[src/rtl/cameralink_tx_timing_if.sv]
// Upstream FIFO read port and Camera Link output bus of the TX timing generator.
// master = timing generator, slave = FIFO/serializer side.
interface cameralink_tx_timing_if #(parameter int DW = 16);
   logic [15:0]   fifo_rd_count;
   logic          fifo_rden;
   logic [DW-1:0] fifo_dout;
   logic          cm_frame_valid;
   logic          cm_line_valid;
   logic          cm_data_valid;
   logic [DW-1:0] cm_dout;

   modport master (
      input  fifo_rd_count, fifo_dout,
      output fifo_rden, cm_frame_valid, cm_line_valid, cm_data_valid, cm_dout
   );

   modport slave (
      output fifo_rd_count, fifo_dout,
      input  fifo_rden, cm_frame_valid, cm_line_valid, cm_data_valid, cm_dout
   );
endinterface

[src/rtl/cameralink_tx_timing.sv]
// Camera Link transmit timing generator: pulls whole lines from a 1-cycle-latency FIFO
// and emits FVAL/LVAL/DVAL/data with programmable image size and blanking.
module cameralink_tx_timing #(
   parameter int DW       = 16,
   parameter int H_BLANK  = 16,
   parameter int V_BLANK  = 64,
   parameter int FV_LEAD  = 4,
   parameter int FV_TRAIL = 4
) (
   input  logic        cm_data_clk,
   input  logic        rst_n,
   input  logic        enable,
   input  logic [15:0] app_image_w,
   input  logic [15:0] app_image_h,
   output logic        frame_done,
   output logic        busy,
   cameralink_tx_timing_if.master bus
);
   // FIFO read latency (1) plus output register (1): rden at k -> LVAL at k+2.
   localparam int ALIGN = 2;
   localparam logic [15:0] LEAD_LAST  = 16'((FV_LEAD > 1) ? FV_LEAD - 2 : 0);
   localparam logic [15:0] HBLK_LAST  = 16'(H_BLANK - 1);
   localparam logic [15:0] TRAIL_LAST = 16'(FV_TRAIL - 1);
   localparam logic [15:0] VBLK_LAST  = 16'(V_BLANK - 1);

   typedef enum logic [2:0] {
      S_IDLE, S_LEAD, S_WAIT, S_LINE, S_HBLK, S_TRAIL, S_VBLK
   } state_t;

   typedef struct packed {
      logic fv;
      logic lv;
   } cm_ctl_t;

   state_t             state;
   logic [15:0]        w_lat, h_lat;
   logic [15:0]        pix_cnt, line_cnt, cnt;
   logic               fv_int, rden;
   cm_ctl_t [ALIGN:1]  vld_pipe;
   logic [DW-1:0]      dout_q;
   logic               start_ok;

   assign start_ok = enable && (app_image_w != '0) && (app_image_h != '0);

   always_ff @(posedge cm_data_clk or negedge rst_n) begin
      if (!rst_n) begin
         state    <= S_IDLE;
         w_lat    <= '0;
         h_lat    <= '0;
         pix_cnt  <= '0;
         line_cnt <= '0;
         cnt      <= '0;
         fv_int   <= 1'b0;
         rden     <= 1'b0;
         busy     <= 1'b0;
      end else begin
         case (state)
            S_IDLE: begin
               if (start_ok) begin
                  w_lat    <= app_image_w;
                  h_lat    <= app_image_h;
                  line_cnt <= '0;
                  cnt      <= '0;
                  fv_int   <= 1'b1;
                  busy     <= 1'b1;
                  state    <= (FV_LEAD > 1) ? S_LEAD : S_WAIT;
               end
            end
            S_LEAD: begin
               if (cnt == LEAD_LAST) begin
                  cnt   <= '0;
                  state <= S_WAIT;
               end else begin
                  cnt <= cnt + 16'd1;
               end
            end
            // A line only starts once the whole line is buffered upstream.
            S_WAIT: begin
               if (bus.fifo_rd_count >= w_lat) begin
                  rden    <= 1'b1;
                  pix_cnt <= '0;
                  state   <= S_LINE;
               end
            end
            S_LINE: begin
               if (pix_cnt == w_lat - 16'd1) begin
                  rden     <= 1'b0;
                  cnt      <= '0;
                  line_cnt <= line_cnt + 16'd1;
                  state    <= (line_cnt == h_lat - 16'd1) ? S_TRAIL : S_HBLK;
               end else begin
                  pix_cnt <= pix_cnt + 16'd1;
               end
            end
            S_HBLK: begin
               if (cnt == HBLK_LAST) begin
                  cnt   <= '0;
                  state <= S_WAIT;
               end else begin
                  cnt <= cnt + 16'd1;
               end
            end
            S_TRAIL: begin
               if (cnt == TRAIL_LAST) begin
                  cnt    <= '0;
                  fv_int <= 1'b0;
                  state  <= S_VBLK;
               end else begin
                  cnt <= cnt + 16'd1;
               end
            end
            S_VBLK: begin
               if (cnt == VBLK_LAST) begin
                  cnt   <= '0;
                  busy  <= 1'b0;
                  state <= S_IDLE;
               end else begin
                  cnt <= cnt + 16'd1;
               end
            end
            default: state <= S_IDLE;
         endcase
      end
   end

   // FVAL/LVAL ride the same pipe so their relative timing is preserved exactly.
   always_ff @(posedge cm_data_clk or negedge rst_n) begin
      if (!rst_n) begin
         vld_pipe   <= '0;
         dout_q     <= '0;
         frame_done <= 1'b0;
      end else begin
         vld_pipe[1] <= cm_ctl_t'{fv: fv_int, lv: rden};
         for (int i = 2; i <= ALIGN; i++) vld_pipe[i] <= vld_pipe[i-1];
         dout_q     <= vld_pipe[ALIGN-1].lv ? bus.fifo_dout : '0;
         frame_done <= vld_pipe[ALIGN].fv & ~vld_pipe[ALIGN-1].fv;
      end
   end

   assign bus.fifo_rden      = rden;
   assign bus.cm_frame_valid = vld_pipe[ALIGN].fv;
   assign bus.cm_line_valid  = vld_pipe[ALIGN].lv;
   assign bus.cm_data_valid  = vld_pipe[ALIGN].lv;
   assign bus.cm_dout        = dout_q;

endmodule
[src/flat_wrapper.sv]
// flat-port wrapper written by rule: the top's interface ports become plain ports
module cameralink_tx_timing_flat 
#(
   parameter int DW       = 16,
   parameter int H_BLANK  = 16,
   parameter int V_BLANK  = 64,
   parameter int FV_LEAD  = 4,
   parameter int FV_TRAIL = 4
)
  (cm_data_clk, rst_n, enable, app_image_w, app_image_h, frame_done, busy, bus_fifo_rd_count, bus_fifo_dout, bus_fifo_rden, bus_cm_frame_valid, bus_cm_line_valid, bus_cm_data_valid, bus_cm_dout);
  cameralink_tx_timing_if #(.DW(DW)) bus_i ();
  input  logic cm_data_clk;
  input  logic rst_n;
  input  logic enable;
  input  logic [15:0] app_image_w;
  input  logic [15:0] app_image_h;
  output logic frame_done;
  output logic busy;
  input wire logic [$bits(bus_i.fifo_rd_count)-1:0] bus_fifo_rd_count;
  input wire logic [$bits(bus_i.fifo_dout)-1:0] bus_fifo_dout;
  output wire logic [$bits(bus_i.fifo_rden)-1:0] bus_fifo_rden;
  output wire logic [$bits(bus_i.cm_frame_valid)-1:0] bus_cm_frame_valid;
  output wire logic [$bits(bus_i.cm_line_valid)-1:0] bus_cm_line_valid;
  output wire logic [$bits(bus_i.cm_data_valid)-1:0] bus_cm_data_valid;
  output wire logic [$bits(bus_i.cm_dout)-1:0] bus_cm_dout;
  assign bus_i.fifo_rd_count = bus_fifo_rd_count;
  assign bus_i.fifo_dout = bus_fifo_dout;
  assign bus_fifo_rden = bus_i.fifo_rden;
  assign bus_cm_frame_valid = bus_i.cm_frame_valid;
  assign bus_cm_line_valid = bus_i.cm_line_valid;
  assign bus_cm_data_valid = bus_i.cm_data_valid;
  assign bus_cm_dout = bus_i.cm_dout;
  cameralink_tx_timing #(.DW(DW), .H_BLANK(H_BLANK), .V_BLANK(V_BLANK), .FV_LEAD(FV_LEAD), .FV_TRAIL(FV_TRAIL)) u_core (.cm_data_clk(cm_data_clk), .rst_n(rst_n), .enable(enable), .app_image_w(app_image_w), .app_image_h(app_image_h), .frame_done(frame_done), .busy(busy), .bus(bus_i));
endmodule
[config.mk]
export PLATFORM = sky130hd
export DESIGN_NAME = cameralink_tx_timing_flat
export DESIGN_NICKNAME = d
export VERILOG_FILES = /design/src/rtl/cameralink_tx_timing_if.sv /design/src/rtl/cameralink_tx_timing.sv /design/src/flat_wrapper.sv
export SDC_FILE = /design/constraint.sdc
export NUM_CORES = 1
export LEC_CHECK = 0
export CAP_MARGIN = 10
export CORE_ASPECT_RATIO = 1.1
export CORE_MARGIN = 2
export CORE_UTILIZATION = 44
export DETAILED_ROUTE_END_ITERATION = 8
export GPL_TIMING_DRIVEN = 0
export PLACE_DENSITY_LB_ADDON = 0.15
export SLEW_MARGIN = 20
export SYNTH_ARGS = -nofsm -noshare
export SYNTH_HDL_FRONTEND = slang
export SYNTH_SLANG_ARGS = --single-unit
[constraint.sdc]
create_clock -name cm_data_clk -period 5.93 [get_ports cm_data_clk]
set_input_delay 1.186 -clock cm_data_clk [delete_from_list [all_inputs] [get_ports cm_data_clk]]
set_output_delay 1.186 -clock cm_data_clk [all_outputs]
set_load 0.01 [all_outputs]
== Word-level counts from Yosys, hierarchy flattened ==
Cells that the tools add are included.
Storage, ports and cells
  flip-flop bits (word level): 107
  memory bits (writable): 0
  input bits: 67
  ROM bits: 0
  latch bits: 0
  memories kept: 0
Cells by class
  $mul: 0
  magnitude comparators: 1
  equal/unequal tests: 20
  bitwise gates (word level): 2
  mux-type cells: 30
  shift operators: 0
  div/mod/pow operators: 0
  add/subtract/negate cells: 5
  reductions and logical operators: 18
Operators by type and width (number)
  16-bit two-way mux: 10
  16-bit case mux with 6 select lines: 1
  16-bit case mux with 2 select lines: 2
  16-bit by 1-bit adder with 16-bit output, second input constant: 3
  16-bit == test: 2
  16-bit by 2-bit == test with 1-bit output, second input constant: 2
  16-bit nonzero test: 2
  16-bit by 1-bit subtractor with 16-bit output, second input constant: 2
  3-bit two-way mux: 7
  3-bit case mux with 7 select lines: 1
  3-bit AND reduction: 6
  16-bit by 4-bit == test with 1-bit output, second input constant: 1
  16-bit by 6-bit == test with 1-bit output, second input constant: 1
  16-bit >= comparator: 1
  2-bit by 1-bit != test with 1-bit output, second input constant: 7
  3-bit == test, second input constant: 3
  2-bit nonzero test: 4
  7-bit AND reduction: 1
  3-bit by 2-bit == test with 1-bit output, second input constant: 2
  1-bit two-way mux: 6
  1-bit case mux with 2 select lines: 3
  6-bit nonzero test: 1
  3-bit by 1-bit == test with 1-bit output, second input constant: 1
  3-bit logical NOT: 1
  5 further kinds: 6

== Logic depth before layout (Yosys ltp) ==
Gate-level depths: netlist (run 1).
  depth in word-level cells: 5
  mapped depth: 12

== Worst setup path after synthesis (run 1) ==
No wires, ideal clock.
  path kind: input -> register
  start: in bus_fifo_rd_count[5]
  end: reg u_core.line_cnt[15]
  library setup time: 0.120 ns
  data required time: 5.810 ns
  arrival: 3.204 ns
  setup slack: 2.606 ns
  stages: 10
  cells stage by stage: ha_1 a2111oi_0 nor3_1 a211oi_1 o21ai_0 nand2_1 clkbuf_1 clkbuf_1 a211oi_1 a31o_2
RTL lines
  start: declaration: line flat_wrapper.sv:19  | input wire logic [$bits(bus_i.fifo_rd_count)-1:0] bus_fifo_rd_count;
  end signal: assignment: line cameralink_tx_timing.sv:89  | line_cnt <= line_cnt + 16'd1;
  end: declaration: line cameralink_tx_timing.sv:37  | logic [15:0] pix_cnt, line_cnt, cnt;

==> metrics, run 1 <==
Remaining Overflow, GRT=0; syn_area_per_cell=8.790 um2; CTS resizes=0; RSZ-0062 raised after global routing=no; final worst slack=1743 ps; slowest cell on the critical path=clkbuf_1; Final setup viols=0; Nets=943; first-pass GRT wire length=30.29 mm; async set or reset register ratio after synthesis=100.0%; vias per inst=5.747; run status=completed; CP Launch Type=input pin; # fillers=1,392; final hold vios=0; critical path buffer and inverter count=3; Max VDD drop=119.0 uV; fin crit period=4187 ps; placed insts=1,039; initial core utilization=44.55%; worst hold path class=reg2reg; #FFs+latches synth=107; IO Count=89; Netlist Area Pre-Place=6628 um2; Die H=132.7 um; DR WL/cell=16.59 um; Crit. End Element=register; Max-Cap Viols=0; H-tree levels=3; most common cell after layout, fill and taps aside=dfrtp_1; Synth Instances=754; Worst Path Max Fanout=10; Final period util=70.61%; layout cell share with drive strength beyond 1=4.540%; Root Buffer=clkbuf_16; Clock Tree Buf Depth=2; Synth cell types=63; Slew Limit Fails=0; clk slew on worst S/H paths=70 ps; number of synthesized flops with an enable pin=0; gr usage total=23.13%; Finished Layout Cells=1,055; DRT iter0 DRCs=446; Clock Skews=12.67 ps; Die X=121.0 um; Worst-Margin Slew=939.8 ps; row cnt=47; post-route ant nets=0; Post-CTS Repair Setup Buffers=0; Slew headroom=36.77%; HPWL Detailed=13.33 mm; crit-path leading delay family=compound AO/OA/AOI/OAI gates; Req. time, crit path=6180 ps; antenna cells=0; initial antenna violation count=0; area occupied by multi-input gates=3662 um2; clock sinks=107; final wirelength=17.51 mm; register area=2678 um2; register area share after synthesis=40.40%; hold buffers post-CTS=0; Die Area=16,060 um2; CTS Buf Count=9; Syn Nets=843; synth warn=0; CORE AREA=14,880 um2; Setup CP Type=in2reg; Pleak=0.003379 uW; most frequent cells in the layout=dfrtp_1 (107), nand2_1 (105), clkdlybuf4s50_1 (87); Layout Area Growth over Synthesis=21.88%; TritonCTS clock tree=yes; CP max stage delay=420 ps; drt pass-1 iters=5; pin count of the biggest net entering global routing=62; R2R Setup Slk=2430 ps; clock latency on the worst-skew pair=360 ps; overall via count from detail_route=6,063; Placer Congestion=0.8638; count of input and output buffers=88; critical-path cell list=clkdlybuf4s50_1, ha_1, a2111oi_0, o21ai_0, a211oi_1, o21ai_0, nand2_1, clkbuf_1, clkbuf_1, a211oi_1, a31o_2; Critical Path AT=4440 ps; residual DRC count=0; fmax=0.2388 GHz; Cell Pwr Density=187.2 nW/um2; setup slack at placement=1413 ps; number of global-route vias before repair=6,262; Most used DFF post-synth=dfrtp_1
-- area by class of cell --
class / instances / area share (%)
buffer: 43 / 2.308
inverter: 27 / 1.255
sequential: 107 / 33.15
tap: 196 / 3.036
multi-input combinational: 577 / 45.34
clock inverter: 7 / 0.8674
clock buffer: 9 / 2.788
timing repair buffer: 89 / 11.26
-- per-layer routing --
| metal | vias up | part of all wire [%] | wire (um) | GRT usage, % |
|---|---|---|---|---|
| met3 | 26 | 3.4 | 599 | 3.060 |
| met2 | 146 | 51 | 8841 | 39.51 |
| met5 | - | 0 | 0 | 0 |
| met1 | 2940 | 44 | 7734 | 30.06 |
| li1 | 2951 | - | - | - |
| met4 | 0 | 1.9 | 330 | 7.817 |
-- path summary, 6_finish.rpt --
path                                       from                        end  cells after the start
max                        bus_fifo_rd_count[5]        u_core.line_cnt[15]                     11
min                          u_core.vld_pipe[1]  u_core.bus.cm_frame_valid                      0
max reg2reg                     u_core.w_lat[3]        u_core.line_cnt[15]                     11
min reg2reg                  u_core.vld_pipe[1]  u_core.bus.cm_frame_valid                      0
max in group asynchronous                 rst_n     u_core.bus.cm_dout[15]                      2
min in group asynchronous                 rst_n          u_core.pix_cnt[5]                      1
-- per-stage QoR --
step | cell area (um2) | power [uW] | hold WS, ps | util [%] | setup TNS (ps)
floorplan | 6628 | 837.4 | 354.3 | - | 0
global placement | 7754 | 916.6 | 362.1 | 52.12 | -43930
detailed placement | 7782 | 924.2 | 371.0 | 52.31 | 0
CTS | 8078 | 1528 | 388.6 | 54.29 | 0
global route | 8078 | 1582 | 407.4 | 54.29 | 0
finish | 8078 | 1512 | 387.0 | 54.29 | 0
-- synth_stat cells, drive strengths merged (2+ instances only) --
| master | number | area (um2) |
|---|---|---|
| and2 | 26 | 162.7 |
| a41oi | 2 | 17.52 |
| or4 | 18 | 140.1 |
| nand2 | 105 | 394.1 |
| a22oi | 2 | 15.01 |
| mux2i | 18 | 180.2 |
| o311ai | 4 | 35.03 |
| nand4 | 18 | 118.9 |
| inv | 27 | 101.4 |
| dfrtp | 107 | 2678 |
| clkbuf | 36 | 136.4 |
| o21a | 3 | 22.52 |
| nor4b | 2 | 17.52 |
| nor2 | 39 | 146.4 |
| or3 | 6 | 37.54 |
| and3 | 19 | 118.9 |
| a311o | 2 | 20.02 |
| nor4 | 18 | 127.6 |
| a211oi | 4 | 30.03 |
| o21ai | 48 | 240.2 |
| xor2 | 13 | 113.9 |
| a21oi | 18 | 90.09 |
| nor2b | 8 | 50.05 |
| a2111oi | 4 | 53.81 |
| nor3 | 17 | 85.08 |
| o211ai | 14 | 105.1 |
| nor3b | 3 | 22.52 |
| nand3 | 38 | 190.2 |
| o31ai | 11 | 82.58 |
| nand3b | 4 | 30.03 |
| and4 | 7 | 62.56 |
| a31o | 4 | 35.03 |
| nand2b | 11 | 68.82 |
| ha | 22 | 275.3 |
| a21o | 8 | 60.06 |
| xnor2 | 25 | 219.0 |
| buf | 7 | 50.05 |
| a31oi | 9 | 56.30 |
| o41ai | 2 | 17.52 |
| a311oi | 12 | 105.1 |
-- cells by family after synthesis --
logic type / synth area share [%]
AO/OA/AOI/OAI: 15.78
XOR/XNOR: 5.022
adder cells (fa/ha/maj): 4.153
buffers and inverters: 4.342
flip-flops: 40.40
multiplexers: 2.888
AND/OR/NAND/NOR: 27.41
-- sequential cells by signal (all words and copies together) (netlist names) --
name / count
u_core.bus.cm_dout: 16
u_core.bus.cm_data_valid: 1
u_core.fv_int: 1
u_core.busy: 1
u_core.w_lat: 16
u_core.vld_pipe: 2
u_core.h_lat: 16
u_core.line_cnt: 16
u_core.cnt: 16
u_core.state: 3
u_core.bus.fifo_rden: 1
u_core.bus.cm_frame_valid: 1
u_core.frame_done: 1
u_core.pix_cnt: 16
-- power by group --
| part | leakage (uW) | internal [uW] | total (uW) | switching, uW |
|---|---|---|---|---|
| Sequential | 0.00136 | 742 | 760 | 18.0 |
| Combinational | 0.00188 | 78.6 | 149 | 70.4 |
| Clock | 0.000140 | 297 | 603 | 306 |
| Total | 0.00338 | 1120 | 1510 | 394 |
Power figures use the tool's default switching activity.
==> inputs of run 2 (changes only) <==
Clock period 5.93 ns to 3.7 ns, I/O delays scaled along.
==> run 2 against run 1 <==
Compared with the run above: via count rose by 0.26%; die area did not move; critical endpoint is now u_core.pix_cnt[9]; combinational power grew 60%; largest cell class unchanged; register-to-register slack worse by 2200 ps; flip-flop and latch count stayed put; non-clock buffer count is the same.
==> metrics, run 2 (synthesized netlist as in run 1, its figures left out) <==
run status=completed; TritonCTS clock tree=yes; Layout Area Growth over Synthesis=22.11%; pin count of the biggest net entering global routing=62 (unchanged); initial core utilization=44.55% (unchanged); DRT iter0 DRCs=507 (+14%); drt pass-1 iters=5 (unchanged); number of global-route vias before repair=6,262 (unchanged); Nets=943 (unchanged); fin crit period=3513 ps; Slew headroom=60.28% (+24 points); final wirelength=17.57 mm (+0.35%); Placer Congestion=0.8638 (unchanged); clock latency on the worst-skew pair=360 ps (about the same); Remaining Overflow, GRT=0 (unchanged); initial antenna violation count=0 (unchanged); metal2 WL=8.910 mm (+0.78%); Crit. End Element=register; Final setup viols=0 (unchanged); CP max stage delay=580 ps (+160 ps); setup slack at placement=-370.5 ps (-1784 ps); Clock Skews=11.91 ps (-0.7543 ps); layout cell share with drive strength beyond 1=5.006% (+0.47 points); HPWL Detailed=13.33 mm (unchanged); most frequent cells in the layout=dfrtp_1 (107), nand2_1 (105), clkdlybuf4s50_1 (87); critical-path cell list=clkdlybuf4s50_1, ha_1, a2111oi_0, o21ai_0, a211oi_1, o21ai_1, and2_1, clkbuf_1, or4_1, nand2_1; Worst Path Max Fanout=10 (unchanged); IO Count=89 (unchanged); row cnt=47 (unchanged); Die H=132.7 um (unchanged); Critical Path AT=3820 ps (-620 ps); Final TNS setup=0 ps (unchanged); area occupied by multi-input gates=3675 um2 (+0.34%); CP Launch Type=input pin; Req. time, crit path=4000 ps (-2180 ps); antenna cells=0 (unchanged); Die X=121.0 um (unchanged); count of input and output buffers=88 (unchanged); register area=2678 um2 (unchanged); Die Area=16,060 um2 (unchanged); clk slew on worst S/H paths=80 ps (about the same); Max VDD drop=191.0 uV (+60%); slowest cell on the critical path=or4_1; placed insts=1,039 (unchanged); wire length on met1=7.676 mm (-0.75%); worst hold path class=in2async; CORE AREA=14,880 um2 (unchanged); Clock Tree Buf Depth=2 (unchanged); Max-Cap Viols=0 (unchanged); clock sinks=107 (unchanged); max layer used=met4; Slew Limit Fails=0 (unchanged); fmax=0.2847 GHz; post-route ant nets=0 (unchanged); Final period util=94.95%; CTS Buf Count=9 (unchanged); DR WL/cell=16.65 um (+0.35%); Cell Pwr Density=299.3 nW/um2 (+60%); residual DRC count=0 (unchanged); vias per inst=5.762 (+0.26%); Post-CTS Repair Setup Buffers=0 (unchanged); H-tree levels=3 (unchanged); gr usage total=23.13% (unchanged); Finished Layout Cells=1,055 (unchanged); metal3 WL=669 um (+12%); Setup CP Type=in2reg; overall via count from detail_route=6,079 (+0.26%); Worst-Margin Slew=595.8 ps (-344.0 ps); RSZ-0062 raised after global routing=no; most common cell after layout, fill and taps aside=dfrtp_1; final hold vios=0 (unchanged); final worst slack=187.0 ps (-1556 ps); first-pass GRT wire length=30.29 mm (unchanged); Hold Slack=321.2 ps (-65.72 ps); Pleak=0.003386 uW (+0.19%); # fillers=1,391 (-0.072%); Root Buffer=clkbuf_16
[run 2: changes by cell type in the layout (fill, tap and decap cells not counted)]
cell | before | now
nor4b_1 | 2 | 1
o21ai_1 | 0 | 1
clkbuf_2 | 1 | 3
nor4_1 | 17 | 16
clkbuf_1 | 35 | 33
o21ai_0 | 48 | 47
nor4_2 | 0 | 1
nor4b_2 | 0 | 1
[run 2: repair_timing]
| item | CTS | global route |
|---|---|---|
| gates resized for setup | 1 | 5 |
| pin swaps | 0 | 0 |
| hold buffers | 0 | 0 |
| endpoints found under the hold margin | 0 | 0 |
| setup endpoints to repair | 1 | 34 |
[run 2: where the power goes]
group / internal [uW] / switching (uW) / total [uW]
Sequential: 1190 / 29.8 / 1220
Combinational: 126 / 113 / 239
Clock: 476 / 488 / 964
[run 2: final timing paths]
path                       slack [ps]                   endpoint  cells after the start                  from
setup / recovery                  190          u_core.pix_cnt[9]                     10  bus_fifo_rd_count[5]
setup reg to reg                  250            u_core.state[0]                     10       u_core.w_lat[2]
min in group cm_data_clk          390  u_core.bus.cm_frame_valid                      0    u_core.vld_pipe[1]
max in group asynchronous        2720     u_core.bus.cm_dout[15]                      2                 rst_n
hold reg to reg                   390  u_core.bus.cm_frame_valid                      0    u_core.vld_pipe[1]
hold / removal                    320          u_core.pix_cnt[5]                      1                 rst_n
[run 2: per-stage QoR]
| step | util, % | power (uW) | area, um2 |
|---|---|---|---|
| 4_1_cts | 54.30 | 2450 | 8079 |
| 2_1_floorplan | - | 1342 | 6628 |
| 3_5_place_dp | 52.31 | 1481 | 7782 |
| 3_3_place_gp | 52.12 | 1469 | 7754 |
| 5_1_grt | 54.39 | 2537 | 8093 |
| 6_report | 54.39 | 2422 | 8093 |
[run 2: routing by layer]
layer	vias up	global-route usage, %
li1	2946	-
met1	2959	30.06
met2	150	39.51
met3	24	3.060
met4	0	7.817
met5	-	0
[run 2: cell type report]
class | count | area share [%]
multi-input cells | 577 | 45.41
plain buffers | 43 | 2.335
inverters | 27 | 1.252
well taps | 196 | 3.030
flip-flops and latches | 107 | 33.09
clock buffers | 9 | 2.783
clock inverters | 7 | 0.8658
repair buffers | 89 | 11.24
[run 2: critical path: cells and delay by family]
kind            cells  cell delay, ps
buf+inv             2             710
fa+ha+maj           1             320
simple gates        3             950
compound gates      4            1090
==> inputs of run 3 (changes only) <==
Settings changed: PLACE_DENSITY set to 0.69, PLACE_DENSITY_LB_ADDON 0.15 to not set.
==> run 3 against run 2 <==
Compared with the run above: clock power up 8%; critical path depth did not move; flip-flop and latch count is the same; non-clock buffer count is the same; combinational power barely moved; sequential power about the same; maximum frequency is 2.0% higher; sequential share of layout area shrank 0.066 points; register-to-register slack hardly changed; via count fell by 1.0%.
==> metrics, run 3 (synthesized netlist as in run 1, its figures left out) <==
final hold vios=0 (unchanged); reg2reg end=u_core.state[0]; vias per inst=5.704 (-1.0%); critical path buffer and inverter count=3 (+1); final wirelength=16.60 mm (-5.5%); antenna cells=0 (unchanged); Die X=121.0 um (unchanged); Cell Pwr Density=307.6 nW/um2 (+2.8%); pin count of the biggest net entering global routing=60 (-3.2%); Post-CTS Repair Setup Buffers=0 (unchanged); DR WL/cell=15.73 um (-5.5%); first-pass GRT wire length=28.06 mm (-7.4%); Remaining Overflow, GRT=0 (unchanged); Die H=132.7 um (unchanged); most frequent cells in the layout=dfrtp_1 (107), nand2_1 (105), clkdlybuf4s50_1 (87); Layout Area Growth over Synthesis=22.35%; most frequent CP cell=buf_2; critical-path cell list=nor4_4, nand3_1, or4_1, a21boi_0, and4_1, clkbuf_1, buf_2, buf_2, o21ai_0, a21o_1; Pleak=0.003402 uW (+0.48%); Max-Cap Viols=0 (unchanged); count of input and output buffers=88 (unchanged); Nets=943 (unchanged); cells on worst reg2reg path=10 (unchanged); run status=completed; RSZ-0062 raised after global routing=no; post-route ant nets=0 (unchanged); Critical Path AT=3700 ps (-120 ps); Hold Slack=310.4 ps (-10.88 ps); worst hold path class=in2async; H-tree levels=3 (unchanged); Slew headroom=36.49% (-24 points); GRT met2 Usage=35.74% (-3.8 points); Worst-Margin Slew=943.9 ps (+348.1 ps); clk slew on worst S/H paths=80 ps (about the same); hold buffers post-CTS=0 (unchanged); Placer Congestion=0.8679 (+0.47%); Final TNS setup=0 ps (unchanged); TritonCTS clock tree=yes; residual DRC count=0 (unchanged); row cnt=47 (unchanged); layout cell share with drive strength beyond 1=4.889% (-0.12 points); CP Launch Type=register; CORE AREA=14,880 um2 (unchanged); fin crit period=3445 ps (-68.40 ps); CP max stage delay=530 ps (-50 ps); Slew Limit Fails=0 (unchanged); Setup CP Type=reg2reg; Max VDD drop=257.6 uV (+35%); Worst Path Max Fanout=10 (unchanged); Final period util=93.10% (-1.8 points); initial core utilization=44.55% (unchanged); drt pass-1 iters=7 (+2); most common cell after layout, fill and taps aside=dfrtp_1; GRT Max-Usage Layer=met2; Crit Reg-Reg Startpoint=u_core.w_lat[2]; initial antenna violation count=0 (unchanged); clock latency on the worst-skew pair=360 ps (about the same); Global Route met1 Usage=29.75% (-0.30 points); met3 Resource Use GR=2.457% (-0.60 points); IO Count=89 (unchanged); Final setup viols=0 (unchanged); DRT iter0 DRCs=360 (-29%); Clock Tree Buf Depth=2 (unchanged); slowest cell on the critical path=or4_1; CTS Buf Count=9 (unchanged); crit-path leading delay family=simple AND/OR/NAND/NOR gates; clock sinks=107 (unchanged); overall via count from detail_route=6,018 (-1.0%); R2R Setup Slk=260 ps (about the same); Clock Skews=6.172 ps (-5.739 ps); Crit. End Element=register; gr usage total=21.75% (-1.4 points); Die Area=16,060 um2 (unchanged); number of global-route vias before repair=5,657 (-9.7%); Root Buffer=clkbuf_16; Req. time, crit path=3950 ps (-50 ps); HPWL Detailed=12.36 mm (-7.3%); fmax=0.2903 GHz (+2.0%)
-- run 3: cell types whose count changed in the layout (fill, tap and decap cells not counted), sizes merged --
cell      delta
clkbuf       +1
inv          +1
clkinvlp     -2
bufinv       +1
clkinv       -1
-- run 3: how the worst max path moves through the flow --
stage | cells after the start | slack, ps | from | to
6_report | 10 | 260 | u_core.w_lat[2] | u_core.state[0]
5_1_grt | 10 | 20 | u_core.w_lat[2] | u_core.state[0]
4_1_cts | 11 | 60 | bus_fifo_rd_count[5] | u_core.state[0]
3_5_place_dp | 11 | -450 | bus_fifo_rd_count[5] | u_core.state[0]
3_3_place_gp | 1 | -2280 | rst_n | u_core.w_lat[8]
2_1_floorplan | 9 | 770 | u_core.w_lat[10] | u_core.line_cnt[9]
-- run 3: per-layer routing --
metal	wire, um	part of all wire (%)
met3	590	3.6
met4	284	1.7
met5	0	0
met1	7594	46
met2	8127	49
-- run 3: cell type report --
| class | instances | area [um2] |
|---|---|---|
| sequential | 107 | 2678 |
| tap | 196 | 245.2 |
| clock buffer | 10 | 239.0 |
| inverter | 27 | 101.3 |
| multi-input combinational | 577 | 3669 |
| timing repair buffer | 89 | 909.6 |
| fill | 1396 | 6769 |
| buffer | 43 | 188.9 |
| clock inverter | 6 | 78.83 |
-- run 3: what timing repair did --
| item | in CTS | in global routing |
|---|---|---|
| hold endpoints to repair | 0 | 0 |
| setup endpoints to repair | 2 | 15 |
| cloned | 0 | 0 |
| resized for setup | 1 | 4 |
-- run 3: power breakdown --
| part | internal [uW] | switching (uW) | leakage [uW] |
|---|---|---|---|
| clock network | 560 | 480 | 0.000158 |
| logic | 126 | 111 | 0.00189 |
| registers | 1190 | 28.7 | 0.00136 |
-- run 3: per-stage QoR --
step | power, uW | util [%] | cell area [um2] | std cells | worst slack [ps]
4_1_cts | 2516 | 54.45 | 8102 | 1055 | 61.42
2_1_floorplan | 1342 | - | 6628 | 754 | 773.4
6_report | 2494 | 54.50 | 8109 | 1055 | 255.4
3_5_place_dp | 1478 | 52.31 | 7782 | 1039 | -447.0
5_1_grt | 2595 | 54.50 | 8109 | 1055 | 16.05
3_3_place_gp | 1471 | 52.12 | 7754 | 1038 | -2282
